`src/rtl/uart_rx_cmd_sequencer_pkg.sv`:
```
`default_nettype none
// +----------------------------------------------------------------------------+
// | Module  : uart_rx_cmd_sequencer_pkg                                        |
// | Brief   : Opcodes, state encoding and operand addresses shared by the      |
// |           command sequencer, the TX side and the system bench.             |
// | Revision: 1.0 - initial release                                            |
// +----------------------------------------------------------------------------+
package uart_rx_cmd_sequencer_pkg;

  // Frame opcodes, only recognised while the sequencer is idle
  localparam logic [7:0] c_OP_WR  = 8'hAA;
  localparam logic [7:0] c_OP_RD  = 8'hBB;
  localparam logic [7:0] c_OP_ALU = 8'hCC;
  localparam logic [7:0] c_OP_NOP = 8'hDD;

  // Reg-file locations that hold the ALU operands
  localparam int c_OPA_ADDR = 0;
  localparam int c_OPB_ADDR = 1;

  // State encoding
  localparam int c_ST_WD = 4;
  typedef logic [c_ST_WD-1:0] state_t;

  localparam state_t c_ST_IDLE     = 4'd0;
  localparam state_t c_ST_WR_ADDR  = 4'd1;
  localparam state_t c_ST_WR_DATA  = 4'd2;
  localparam state_t c_ST_RD_ADDR  = 4'd3;
  localparam state_t c_ST_RD_WAIT  = 4'd4;
  localparam state_t c_ST_OPA      = 4'd5;
  localparam state_t c_ST_OPB      = 4'd6;
  localparam state_t c_ST_ALU_FUN  = 4'd7;
  localparam state_t c_ST_ALU_WAIT = 4'd8;
  localparam state_t c_ST_TX_B0    = 4'd9;
  localparam state_t c_ST_TX_B1    = 4'd10;

  // Decoded class of a byte received while idle
  typedef enum logic [2:0] {
    CMD_WR  = 3'd0,
    CMD_RD  = 3'd1,
    CMD_ALU = 3'd2,
    CMD_NOP = 3'd3,
    CMD_BAD = 3'd4
  } cmd_t;

  function automatic cmd_t f_decode_cmd(input logic [7:0] b);
    cmd_t c;
    case (b)
      c_OP_WR:  c = CMD_WR;
      c_OP_RD:  c = CMD_RD;
      c_OP_ALU: c = CMD_ALU;
      c_OP_NOP: c = CMD_NOP;
      default:  c = CMD_BAD;
    endcase
    return c;
  endfunction

endpackage
`default_nettype wire

```
`src/rtl/uart_rx_cmd_sequencer_if.sv`:
```
`default_nettype none
// +----------------------------------------------------------------------------+
// | Module  : uart_rx_cmd_sequencer_if                                         |
// | Brief   : Byte-stream, reg-file, ALU and TX-FIFO signals of the command    |
// |           sequencer. master = sequencer side, slave = system side.         |
// | Revision: 1.0 - initial release                                            |
// +----------------------------------------------------------------------------+
interface uart_rx_cmd_sequencer_if #(
  parameter int DATA_WD    = 8,
  parameter int ADDR_WD    = 4,
  parameter int ALU_OUT_WD = 16,
  parameter int FUN_WD     = 4
);

  logic [DATA_WD-1:0]    RX_P_DATA;
  logic                  RX_D_VLD;
  logic [ADDR_WD-1:0]    RF_ADDR;
  logic                  RF_WR_EN;
  logic [DATA_WD-1:0]    RF_WR_DATA;
  logic                  RF_RD_EN;
  logic [DATA_WD-1:0]    RF_RD_DATA;
  logic                  RF_RD_VLD;
  logic                  ALU_EN;
  logic [FUN_WD-1:0]     ALU_FUN;
  logic [ALU_OUT_WD-1:0] ALU_OUT;
  logic                  ALU_OUT_VLD;
  logic                  CLK_GATE_EN;
  logic [DATA_WD-1:0]    TX_WR_DATA;
  logic                  TX_WR_INC;
  logic                  TX_FULL;
  logic                  BUSY;
  logic                  CMD_DROP;

  modport master (
    input  RX_P_DATA, RX_D_VLD, RF_RD_DATA, RF_RD_VLD, ALU_OUT, ALU_OUT_VLD, TX_FULL,
    output RF_ADDR, RF_WR_EN, RF_WR_DATA, RF_RD_EN, ALU_EN, ALU_FUN, CLK_GATE_EN,
           TX_WR_DATA, TX_WR_INC, BUSY, CMD_DROP
  );

  modport slave (
    output RX_P_DATA, RX_D_VLD, RF_RD_DATA, RF_RD_VLD, ALU_OUT, ALU_OUT_VLD, TX_FULL,
    input  RF_ADDR, RF_WR_EN, RF_WR_DATA, RF_RD_EN, ALU_EN, ALU_FUN, CLK_GATE_EN,
           TX_WR_DATA, TX_WR_INC, BUSY, CMD_DROP
  );

endinterface
`default_nettype wire

```
`src/rtl/uart_rx_cmd_sequencer.sv`:
```
`default_nettype none
// +----------------------------------------------------------------------------+
// | Module  : uart_rx_cmd_sequencer                                            |
// | Brief   : Decodes 1-4 byte UART command frames, sequences reg-file writes/ |
// |           reads and ALU operations, and pushes response bytes to TX FIFO.  |
// | Revision: 1.0 - initial release                                            |
// +----------------------------------------------------------------------------+
module uart_rx_cmd_sequencer
  import uart_rx_cmd_sequencer_pkg::*;
#(
  parameter int DATA_WD    = 8,
  parameter int ADDR_WD    = 4,
  parameter int ALU_OUT_WD = 16,
  parameter int FUN_WD     = 4
) (
  input  logic                     CLK,
  input  logic                     RST,
  uart_rx_cmd_sequencer_if.master  bus
);

  state_t                r_state;
  state_t                w_state_nxt;

  logic [ADDR_WD-1:0]    r_addr,    w_addr_nxt;
  logic [DATA_WD-1:0]    r_wr_data, w_wr_data_nxt;
  logic [FUN_WD-1:0]     r_fun,     w_fun_nxt;
  logic [DATA_WD-1:0]    r_tx_data, w_tx_data_nxt;
  logic [ALU_OUT_WD-1:0] r_result,  w_result_nxt;
  logic                  r_single,  w_single_nxt;
  logic                  r_cge,     w_cge_nxt;
  logic                  r_wr_en,   w_wr_en_nxt;
  logic                  r_rd_en,   w_rd_en_nxt;
  logic                  r_alu_en,  w_alu_en_nxt;
  logic                  r_tx_inc,  w_tx_inc_nxt;
  logic                  r_drop,    w_drop_nxt;

  logic                  w_rx;
  cmd_t                  w_cmd;
  logic                  w_push_ok;

  assign w_rx  = bus.RX_D_VLD;
  assign w_cmd = f_decode_cmd(bus.RX_P_DATA[7:0]);
  // A push is never issued back-to-back, so the FIFO full flag always reflects
  // the previous push before the next byte is committed.
  assign w_push_ok = !bus.TX_FULL && !r_tx_inc;

  // State register
  always_ff @(posedge CLK) begin
    if (RST) begin
      r_state <= c_ST_IDLE;
    end else begin
      r_state <= w_state_nxt;
    end
  end

  // Next-state decode: bytes advance the frame, valids leave the wait states
  always_comb begin
    w_state_nxt = r_state;
    case (r_state)
      c_ST_IDLE: begin
        if (w_rx) begin
          case (w_cmd)
            CMD_WR:  w_state_nxt = c_ST_WR_ADDR;
            CMD_RD:  w_state_nxt = c_ST_RD_ADDR;
            CMD_ALU: w_state_nxt = c_ST_OPA;
            CMD_NOP: w_state_nxt = c_ST_ALU_FUN;
            default: w_state_nxt = c_ST_IDLE;
          endcase
        end
      end
      c_ST_WR_ADDR:  if (w_rx) w_state_nxt = c_ST_WR_DATA;
      c_ST_WR_DATA:  if (w_rx) w_state_nxt = c_ST_IDLE;
      c_ST_RD_ADDR:  if (w_rx) w_state_nxt = c_ST_RD_WAIT;
      c_ST_RD_WAIT:  if (bus.RF_RD_VLD) w_state_nxt = c_ST_TX_B0;
      c_ST_OPA:      if (w_rx) w_state_nxt = c_ST_OPB;
      c_ST_OPB:      if (w_rx) w_state_nxt = c_ST_ALU_FUN;
      c_ST_ALU_FUN:  if (w_rx) w_state_nxt = c_ST_ALU_WAIT;
      c_ST_ALU_WAIT: if (bus.ALU_OUT_VLD) w_state_nxt = c_ST_TX_B0;
      c_ST_TX_B0:    if (w_push_ok) w_state_nxt = r_single ? c_ST_IDLE : c_ST_TX_B1;
      c_ST_TX_B1:    if (w_push_ok) w_state_nxt = c_ST_IDLE;
      default:       w_state_nxt = c_ST_IDLE;
    endcase
  end

  // Output decode: strobes for the following cycle and capture-register updates
  always_comb begin
    w_wr_en_nxt   = 1'b0;
    w_rd_en_nxt   = 1'b0;
    w_alu_en_nxt  = 1'b0;
    w_tx_inc_nxt  = 1'b0;
    w_drop_nxt    = 1'b0;
    w_addr_nxt    = r_addr;
    w_wr_data_nxt = r_wr_data;
    w_fun_nxt     = r_fun;
    w_tx_data_nxt = r_tx_data;
    w_result_nxt  = r_result;
    w_single_nxt  = r_single;
    w_cge_nxt     = r_cge;
    case (r_state)
      c_ST_IDLE: begin
        if (w_rx && (w_cmd == CMD_BAD)) w_drop_nxt = 1'b1;
      end
      c_ST_WR_ADDR: begin
        if (w_rx) w_addr_nxt = bus.RX_P_DATA[ADDR_WD-1:0];
      end
      c_ST_WR_DATA: begin
        if (w_rx) begin
          w_wr_en_nxt   = 1'b1;
          w_wr_data_nxt = bus.RX_P_DATA;
        end
      end
      c_ST_RD_ADDR: begin
        if (w_rx) begin
          w_addr_nxt  = bus.RX_P_DATA[ADDR_WD-1:0];
          w_rd_en_nxt = 1'b1;
        end
      end
      c_ST_RD_WAIT: begin
        w_drop_nxt = w_rx;
        if (bus.RF_RD_VLD) begin
          w_result_nxt = {{(ALU_OUT_WD-DATA_WD){1'b0}}, bus.RF_RD_DATA};
          w_single_nxt = 1'b1;
        end
      end
      c_ST_OPA, c_ST_OPB: begin
        if (w_rx) begin
          w_addr_nxt    = (r_state == c_ST_OPA) ? ADDR_WD'(c_OPA_ADDR) : ADDR_WD'(c_OPB_ADDR);
          w_wr_data_nxt = bus.RX_P_DATA;
          w_wr_en_nxt   = 1'b1;
        end
      end
      c_ST_ALU_FUN: begin
        if (w_rx) begin
          w_alu_en_nxt = 1'b1;
          w_fun_nxt    = bus.RX_P_DATA[FUN_WD-1:0];
          w_cge_nxt    = 1'b1;
        end
      end
      c_ST_ALU_WAIT: begin
        w_drop_nxt = w_rx;
        if (bus.ALU_OUT_VLD) begin
          w_result_nxt = bus.ALU_OUT;
          w_single_nxt = 1'b0;
        end
      end
      c_ST_TX_B0: begin
        w_drop_nxt = w_rx;
        if (w_push_ok) begin
          w_tx_inc_nxt  = 1'b1;
          w_tx_data_nxt = r_result[DATA_WD-1:0];
          if (r_single) w_cge_nxt = 1'b0;
        end
      end
      c_ST_TX_B1: begin
        w_drop_nxt = w_rx;
        if (w_push_ok) begin
          w_tx_inc_nxt  = 1'b1;
          w_tx_data_nxt = r_result[2*DATA_WD-1:DATA_WD];
          w_cge_nxt     = 1'b0;
        end
      end
      default: begin
        w_drop_nxt = 1'b0;
      end
    endcase
  end

  // Output and capture registers; reset abandons any frame in flight
  always_ff @(posedge CLK) begin
    if (RST) begin
      r_addr    <= '0;
      r_wr_data <= '0;
      r_fun     <= '0;
      r_tx_data <= '0;
      r_result  <= '0;
      r_single  <= 1'b0;
      r_cge     <= 1'b0;
      r_wr_en   <= 1'b0;
      r_rd_en   <= 1'b0;
      r_alu_en  <= 1'b0;
      r_tx_inc  <= 1'b0;
      r_drop    <= 1'b0;
    end else begin
      r_addr    <= w_addr_nxt;
      r_wr_data <= w_wr_data_nxt;
      r_fun     <= w_fun_nxt;
      r_tx_data <= w_tx_data_nxt;
      r_result  <= w_result_nxt;
      r_single  <= w_single_nxt;
      r_cge     <= w_cge_nxt;
      r_wr_en   <= w_wr_en_nxt;
      r_rd_en   <= w_rd_en_nxt;
      r_alu_en  <= w_alu_en_nxt;
      r_tx_inc  <= w_tx_inc_nxt;
      r_drop    <= w_drop_nxt;
    end
  end

  assign bus.RF_ADDR     = r_addr;
  assign bus.RF_WR_EN    = r_wr_en;
  assign bus.RF_WR_DATA  = r_wr_data;
  assign bus.RF_RD_EN    = r_rd_en;
  assign bus.ALU_EN      = r_alu_en;
  assign bus.ALU_FUN     = r_fun;
  assign bus.CLK_GATE_EN = r_cge;
  assign bus.TX_WR_DATA  = r_tx_data;
  assign bus.TX_WR_INC   = r_tx_inc;
  assign bus.BUSY        = (r_state != c_ST_IDLE);
  assign bus.CMD_DROP    = r_drop;

endmodule
`default_nettype wire

```
`src/flat_wrapper.sv`:
```
// flat-port wrapper written by rule: the top's interface ports become plain ports
module uart_rx_cmd_sequencer_flat import uart_rx_cmd_sequencer_pkg::*;
#(
  parameter int DATA_WD    = 8,
  parameter int ADDR_WD    = 4,
  parameter int ALU_OUT_WD = 16,
  parameter int FUN_WD     = 4
)
  (CLK, RST, bus_RX_P_DATA, bus_RX_D_VLD, bus_RF_RD_DATA, bus_RF_RD_VLD, bus_ALU_OUT, bus_ALU_OUT_VLD, bus_TX_FULL, bus_RF_ADDR, bus_RF_WR_EN, bus_RF_WR_DATA, bus_RF_RD_EN, bus_ALU_EN, bus_ALU_FUN, bus_CLK_GATE_EN, bus_TX_WR_DATA, bus_TX_WR_INC, bus_BUSY, bus_CMD_DROP);
  uart_rx_cmd_sequencer_if #(.DATA_WD(DATA_WD), .ADDR_WD(ADDR_WD), .ALU_OUT_WD(ALU_OUT_WD), .FUN_WD(FUN_WD)) bus_i ();
  input  logic CLK;
  input  logic RST;
  input wire logic [$bits(bus_i.RX_P_DATA)-1:0] bus_RX_P_DATA;
  input wire logic [$bits(bus_i.RX_D_VLD)-1:0] bus_RX_D_VLD;
  input wire logic [$bits(bus_i.RF_RD_DATA)-1:0] bus_RF_RD_DATA;
  input wire logic [$bits(bus_i.RF_RD_VLD)-1:0] bus_RF_RD_VLD;
  input wire logic [$bits(bus_i.ALU_OUT)-1:0] bus_ALU_OUT;
  input wire logic [$bits(bus_i.ALU_OUT_VLD)-1:0] bus_ALU_OUT_VLD;
  input wire logic [$bits(bus_i.TX_FULL)-1:0] bus_TX_FULL;
  output wire logic [$bits(bus_i.RF_ADDR)-1:0] bus_RF_ADDR;
  output wire logic [$bits(bus_i.RF_WR_EN)-1:0] bus_RF_WR_EN;
  output wire logic [$bits(bus_i.RF_WR_DATA)-1:0] bus_RF_WR_DATA;
  output wire logic [$bits(bus_i.RF_RD_EN)-1:0] bus_RF_RD_EN;
  output wire logic [$bits(bus_i.ALU_EN)-1:0] bus_ALU_EN;
  output wire logic [$bits(bus_i.ALU_FUN)-1:0] bus_ALU_FUN;
  output wire logic [$bits(bus_i.CLK_GATE_EN)-1:0] bus_CLK_GATE_EN;
  output wire logic [$bits(bus_i.TX_WR_DATA)-1:0] bus_TX_WR_DATA;
  output wire logic [$bits(bus_i.TX_WR_INC)-1:0] bus_TX_WR_INC;
  output wire logic [$bits(bus_i.BUSY)-1:0] bus_BUSY;
  output wire logic [$bits(bus_i.CMD_DROP)-1:0] bus_CMD_DROP;
  assign bus_i.RX_P_DATA = bus_RX_P_DATA;
  assign bus_i.RX_D_VLD = bus_RX_D_VLD;
  assign bus_i.RF_RD_DATA = bus_RF_RD_DATA;
  assign bus_i.RF_RD_VLD = bus_RF_RD_VLD;
  assign bus_i.ALU_OUT = bus_ALU_OUT;
  assign bus_i.ALU_OUT_VLD = bus_ALU_OUT_VLD;
  assign bus_i.TX_FULL = bus_TX_FULL;
  assign bus_RF_ADDR = bus_i.RF_ADDR;
  assign bus_RF_WR_EN = bus_i.RF_WR_EN;
  assign bus_RF_WR_DATA = bus_i.RF_WR_DATA;
  assign bus_RF_RD_EN = bus_i.RF_RD_EN;
  assign bus_ALU_EN = bus_i.ALU_EN;
  assign bus_ALU_FUN = bus_i.ALU_FUN;
  assign bus_CLK_GATE_EN = bus_i.CLK_GATE_EN;
  assign bus_TX_WR_DATA = bus_i.TX_WR_DATA;
  assign bus_TX_WR_INC = bus_i.TX_WR_INC;
  assign bus_BUSY = bus_i.BUSY;
  assign bus_CMD_DROP = bus_i.CMD_DROP;
  uart_rx_cmd_sequencer #(.DATA_WD(DATA_WD), .ADDR_WD(ADDR_WD), .ALU_OUT_WD(ALU_OUT_WD), .FUN_WD(FUN_WD)) u_core (.CLK(CLK), .RST(RST), .bus(bus_i));
endmodule
```
`config.mk`:
```
export PLATFORM = sky130hd
export DESIGN_NAME = uart_rx_cmd_sequencer_flat
export DESIGN_NICKNAME = d
export VERILOG_FILES = /design/src/rtl/uart_rx_cmd_sequencer_pkg.sv /design/src/rtl/uart_rx_cmd_sequencer_if.sv /design/src/rtl/uart_rx_cmd_sequencer.sv /design/src/flat_wrapper.sv
export SDC_FILE = /design/constraint.sdc
export NUM_CORES = 1
export LEC_CHECK = 0
export BUFFER_PORTS_ARGS = -buffer_cell sky130_fd_sc_hd__clkbuf_2
export CAP_MARGIN = 20
export CORE_ASPECT_RATIO = 0.7
export CORE_MARGIN = 2
export CORE_UTILIZATION = 35
export CTS_CLUSTER_DIAMETER = 50
export DETAILED_ROUTE_END_ITERATION = 16
export HOLD_SLACK_MARGIN = 0.1
export REMOVE_ABC_BUFFERS = 1
export SYNTH_ARGS = -nofsm -noshare
export SYNTH_HDL_FRONTEND = slang
export SYNTH_SLANG_ARGS = --single-unit
```
`constraint.sdc`:
```
create_clock -name CLK -period 1.6 [get_ports CLK]
set_clock_uncertainty 0.05 [all_clocks]
set_input_delay 0.16 -clock CLK [delete_from_list [all_inputs] [get_ports CLK]]
set_output_delay 0.16 -clock CLK [all_outputs]
set_load 0.02 [all_outputs]
```
# ---- Yosys cells after proc, flatten, opt, wreduce, memory -nomap -nowiden
# Cells that the tools add are included.
# W data, S select, Z words.
dict set report classes {
  n_eq_ne 32
  n_mux 37
  n_bitwise 4
  reduce_logical 27
}
# cell count
set ops {}
lappend ops {{$mux W4} 14}
lappend ops {{$pmux W4 S11} 1}
lappend ops {{$eq A8 B8 Y1 const B} 4}
lappend ops {{$mux W16} 2}
lappend ops {{$pmux W16 S2} 1}
lappend ops {{$pmux W3 S4} 2}
lappend ops {{$ne A2 B2 Y1 const B} 10}
lappend ops {{$eq A4 B3 Y1 const B} 4}
lappend ops {{$mux W8} 2}
lappend ops {{$pmux W8 S2} 1}
lappend ops {{$reduce_or A2 Y1} 7}
lappend ops {{$eq A4 B4 Y1 const B} 3}
lappend ops {{$reduce_and A11 Y1} 1}
lappend ops {{$mux W1} 10}
lappend ops {{$reduce_and A3 Y1} 3}
lappend ops {{$eq A4 B2 Y1 const B} 2}
lappend ops {{$ne A2 B1 Y1 const B} 4}
lappend ops {{$pmux W4 S2} 1}
lappend ops {{$eq A3 B2 Y1 const B} 2}
lappend ops {{$reduce_bool A2 Y1} 3}
lappend ops {{$reduce_and A5 Y1} 1}
lappend ops {{$eq A4 B1 Y1 const B} 1}
lappend ops {{$logic_not A4 Y1} 1}
lappend ops {{$not A1 Y1} 4}
lappend ops {{other kinds (12)} 16}
dict set report word_totals {
  reg_bits 51
  in_bits 38
  output_inout_bits 31
  wordCells 113
}

# ---- Logic depth before layout (Yosys ltp)
dict set report depth {
  word_depth 6
  mapped_depth 7
  mapped_depth_nobuf 5
}

# ---- Worst setup path before layout
# No wires, ideal clock.
dict set report synth_timing {
  kind {register to register}
  from {register u_core.r_state[0]}
  to {register u_core.r_state[0]}
  setup_ns 0.117
  arrival_time_ns 1.334
  required_ns 1.433
  path_slack_ns 0.099
  path_stages_with_launch 7
  n_path_buf 1
  period_less_slack_ns 1.501
  cell_sequence {dfxtp_1 > clkbuf_4 > nor2_1 > a211o_2 > o311ai_4 > a211oi_1 > a22o_1}
}
dict set report synth_via {
  elab_chain_cells 3
  word_cells_on_any_way 24
  classes_between {21 x eq/ne; 1 x mux; 2 x reduce/logical}
}
# element line
set synth_rtl {}
lappend synth_rtl {{start, declared} uart_rx_cmd_sequencer.sv:21} ;# state_t r_state;
lappend synth_rtl {{start signal, assigned} uart_rx_cmd_sequencer.sv:50} ;# r_state <= c_ST_IDLE;
lappend synth_rtl {{start signal, assigned} uart_rx_cmd_sequencer.sv:52} ;# r_state <= w_state_nxt;
lappend synth_rtl {{$eq A4 B4 Y1 (tied with other cells)} uart_rx_cmd_sequencer.sv:59} ;# case (r_state)
lappend synth_rtl {{$ne A2 B2 Y1 (no source line) / $ne A2 B1 Y1 (equally long branches)} n/a}
lappend synth_rtl {{$reduce_and A11 Y1 (no source line)} n/a}
# Parallel ways exist; a longest one is shown, timed or not.
# A chain may end at the register's enable or synchronous reset.

# ---- Final worst setup path
dict set report layout_timing {
  from {register u_core.r_state[3]}
  to {register u_core.r_state[0]}
}
# The elaborated chain is that of the path after synthesis.

==> impl_metrics.json <==
{
  "outcome": "complete, but fails checks",
  "violations": "negative setup slack",
  "yosysSeqAreaShare": 0.4345,
  "h-tree-depth": 2,
  "worst-r2r-cell-count": 5,
  "regArea_sq_um": 1036,
  "cp.arrival_ns": 1.76,
  "p_leak_nw": 1.376,
  "path_class": "flop to flop",
  "end_kind": "flop",
  "synth_common_cells": "51 x dfxtp_1, 44 x nor2_1, 28 x mux2i_1",
  "ys.flop_type": "dfxtp_1",
  "hold_viol_final": 0,
  "grt_use_total": 0.1723,
  "clk_pin_slew_worst_paths_ns": 0.09,
  "place_inst": 424,
  "die_x_um": 101.9,
  "fin_cells": 448,
  "worstHoldPathCells": 3,
  "fp-row-count": 24,
  "grt_pass1_wl_um": 9887,
  "coreArea_sq_um": 6366,
  "setup_slack_ns": -0.02206,
  "grt_max_degree": 29,
  "drt_first_pass_iters": 5,
  "die-area_sq_um": 7395,
  "cp-start-kind": "flop",
  "area_growth_pct": 42.76,
  "ys_async_sr_fraction": 0,
  "wirelength_um": 6439,
  "first_global_vias": 1965,
  "fmax_ghz": 0.6165,
  "diodes": 0,
  "antenna_found_initial": 0,
  "drv_slew": 0,
  "cts_sinks": 51,
  "final_util": 0.5269,
  "drtIter0Drc": 122,
  "ys_seq_elements": 51,
  "grt_remaining_overflow": 0,
  "portBuffers": 68,
  "cts_tree": "built",
  "synth.most_common_cell": "dfxtp_1",
  "clockBufferDepth": 2,
  "nNetsFinal": 394,
  "p_per_area_nw_per_um2": 1043,
  "fill_cells": 597,
  "min_path_type": "input port to flop",
  "synth.avg_cell_area_sq_um": 9.437,
  "yosysTopAreaCellShare": 0.4345,
  "maxCapViolCount": 0,
  "synth_cells": 249,
  "die-height_um": 72.55,
  "setup_violations": 2,
  "multi_input_area_sq_um": 1308,
  "yosysWarnings": 0,
  "via_per_inst": 4.877,
  "fin_crit_sh": 1.014,
  "synth_area_leaders": "dfxtp_1 43%, mux2i_1 12%, nor2_1 7.0%",
  "drive_above_1_share": 0.4118,
  "cts_made_buffers": 5,
  "place.gp.congestion": 0.8877,
  "slew_headroom": 0.7151,
  "worst_pin_slew_ns": 0.4216,
  "worstSkewPairLatency_ns": 0.30,
  "remaining_drc_errors": 0,
  "ys_types": 44,
  "rsz0062_at_grt": "true",
  "wl_per_cell_um": 14.37,
  "synth_edf_count": 0,
  "root_buffer": "clkbuf_8",
  "crit_fanout": 7,
  "vdd_drop_max_mv": 0.5216,
  "place_hpwl_um": 4672,
  "via_count": 2185,
  "synth_top_cell_by_area": "dfxtp_1",
  "synth_area_sq_um": 2350,
  "initial_utilization": 0.3691,
  "layout_min_cycle_time_ns": 1.622,
  "ant_nets": 0,
  "io_pins": 69,
  "critPathRequiredTime_ns": 1.74
}
timing repair:
item                                   CTS  global route
hold buffers                            11             0
endpoints found under the hold margin   11             0
buffers inserted                         1             5
resized for setup                       12            19
pin swaps                                5             3
setup endpoints to repair               27            33
report_power, final:
group	switching [mW]	leakage [nW]	total (mW)	internal, mW
logic	0.610	0.909	1.20	0.593
registers	0.0916	0.416	1.48	1.39
clock network	0.419	0.0505	0.813	0.394
total	1.12	1.38	3.50	2.38
cell usage in the layout (no fill, tap or decap), types with 4 or more instances in the layout:
| cell type | synthesis | layout |
|---|---|---|
| dfxtp_1 | 51 | 47 |
| mux2i_1 | 28 | 27 |
| a211oi_1 | 15 | 14 |
| buf_4 | 4 | 32 |
| nand2_1 | 11 | 10 |
| a211oi_2 | 4 | 5 |
| dlygate4sd3_1 | 0 | 11 |
| nor2_1 | 44 | 43 |
| a22oi_1 | 9 | 9 |
| dfxtp_4 | 0 | 4 |
| clkbuf_8 | 0 | 7 |
| nand3_1 | 6 | 6 |
| a21oi_1 | 13 | 12 |
| nor2b_1 | 5 | 4 |
| o21ai_0 | 6 | 5 |
| buf_12 | 0 | 4 |
| clkbuf_2 | 0 | 67 |
logic make-up after synthesis:
| kind of cell | Yosys count | synth area share |
|---|---|---|
| AOI/OAI and AO/OA | 58 | 0.1906 |
| xor gates and xnor gates | 3 | 0.01118 |
| buffers and inverters | 19 | 0.04686 |
| DFF | 51 | 0.4345 |
| muxes | 29 | 0.1241 |
| and+or+nand+nor | 89 | 0.1928 |
worst paths after layout:
path	startpoint	end	slack (ns)
max	u_core.r_state[3]	u_core.r_state[0]	-0.02
min	bus_RX_P_DATA[1]	u_core.bus.RF_ADDR[1]	0.12
max reg2reg	u_core.r_state[3]	u_core.r_state[0]	-0.02
min reg2reg	u_core.bus.RF_ADDR[1]	u_core.bus.RF_ADDR[1]	0.41
flip-flops by register name (all words and copies together), names as in the netlist:
register,flops
u_core.bus.RF_WR_EN,1
u_core.bus.RF_ADDR,4
u_core.bus.TX_WR_DATA,8
u_core.bus.ALU_FUN,4
u_core.bus.RF_WR_DATA,8
u_core.bus.CLK_GATE_EN,1
u_core.r_single,1
u_core.bus.CMD_DROP,1
u_core.bus.TX_WR_INC,1
u_core.bus.RF_RD_EN,1
u_core.r_result,16
u_core.r_state,4
u_core.bus.ALU_EN,1
through the flow:
| step | hold WS [ns] | instance area [sq um] | TNS [ns] | power, mW | setup WS [ns] |
|---|---|---|---|---|---|
| finish | 0.1180 | 3354 | -0.04182 | 3.498 | -0.02206 |
| global route | 0.1201 | 3354 | -0.1876 | 3.682 | -0.06507 |
| CTS | 0.1101 | 3254 | -0.04212 | 3.442 | -0.03087 |
| detailed placement | 0.3599 | 2983 | -2.159 | 2.570 | -0.1542 |
| global placement | 0.3534 | 2983 | -0.6768 | 2.565 | -0.1379 |
| floorplan | 0.1746 | 2251 | -3.082 | 2.079 | -0.1847 |
final cells by class:
cell class,count,share of cell area
Tap cell,91,0.03394
Sequential cell,51,0.3088
Multi-Input combinational cell,179,0.3898
Timing Repair Buffer,116,0.2331
Clock buffer,7,0.02872
Clock inverter,1,0.002238
Inverter,3,0.003357
critical path: stages, from the launching register on:
cell and delay, ns:
dfxtp_4 0.39, nand2b_4 0.15, o22a_4 0.24, o311ai_4 0.39, a211oi_2 0.06, a22o_1 0.22
per-layer routing:
layer / routed length (um) / GRT usage / share of wire
met4: 72 / 0.05333 / 0.011
met5: 0 / 0 / 0
met2: 2774 / 0.2244 / 0.43
met3: 337 / 0.04528 / 0.052
met1: 3254 / 0.2710 / 0.51
No activity file was read; power rests on OpenSTA's default activity.
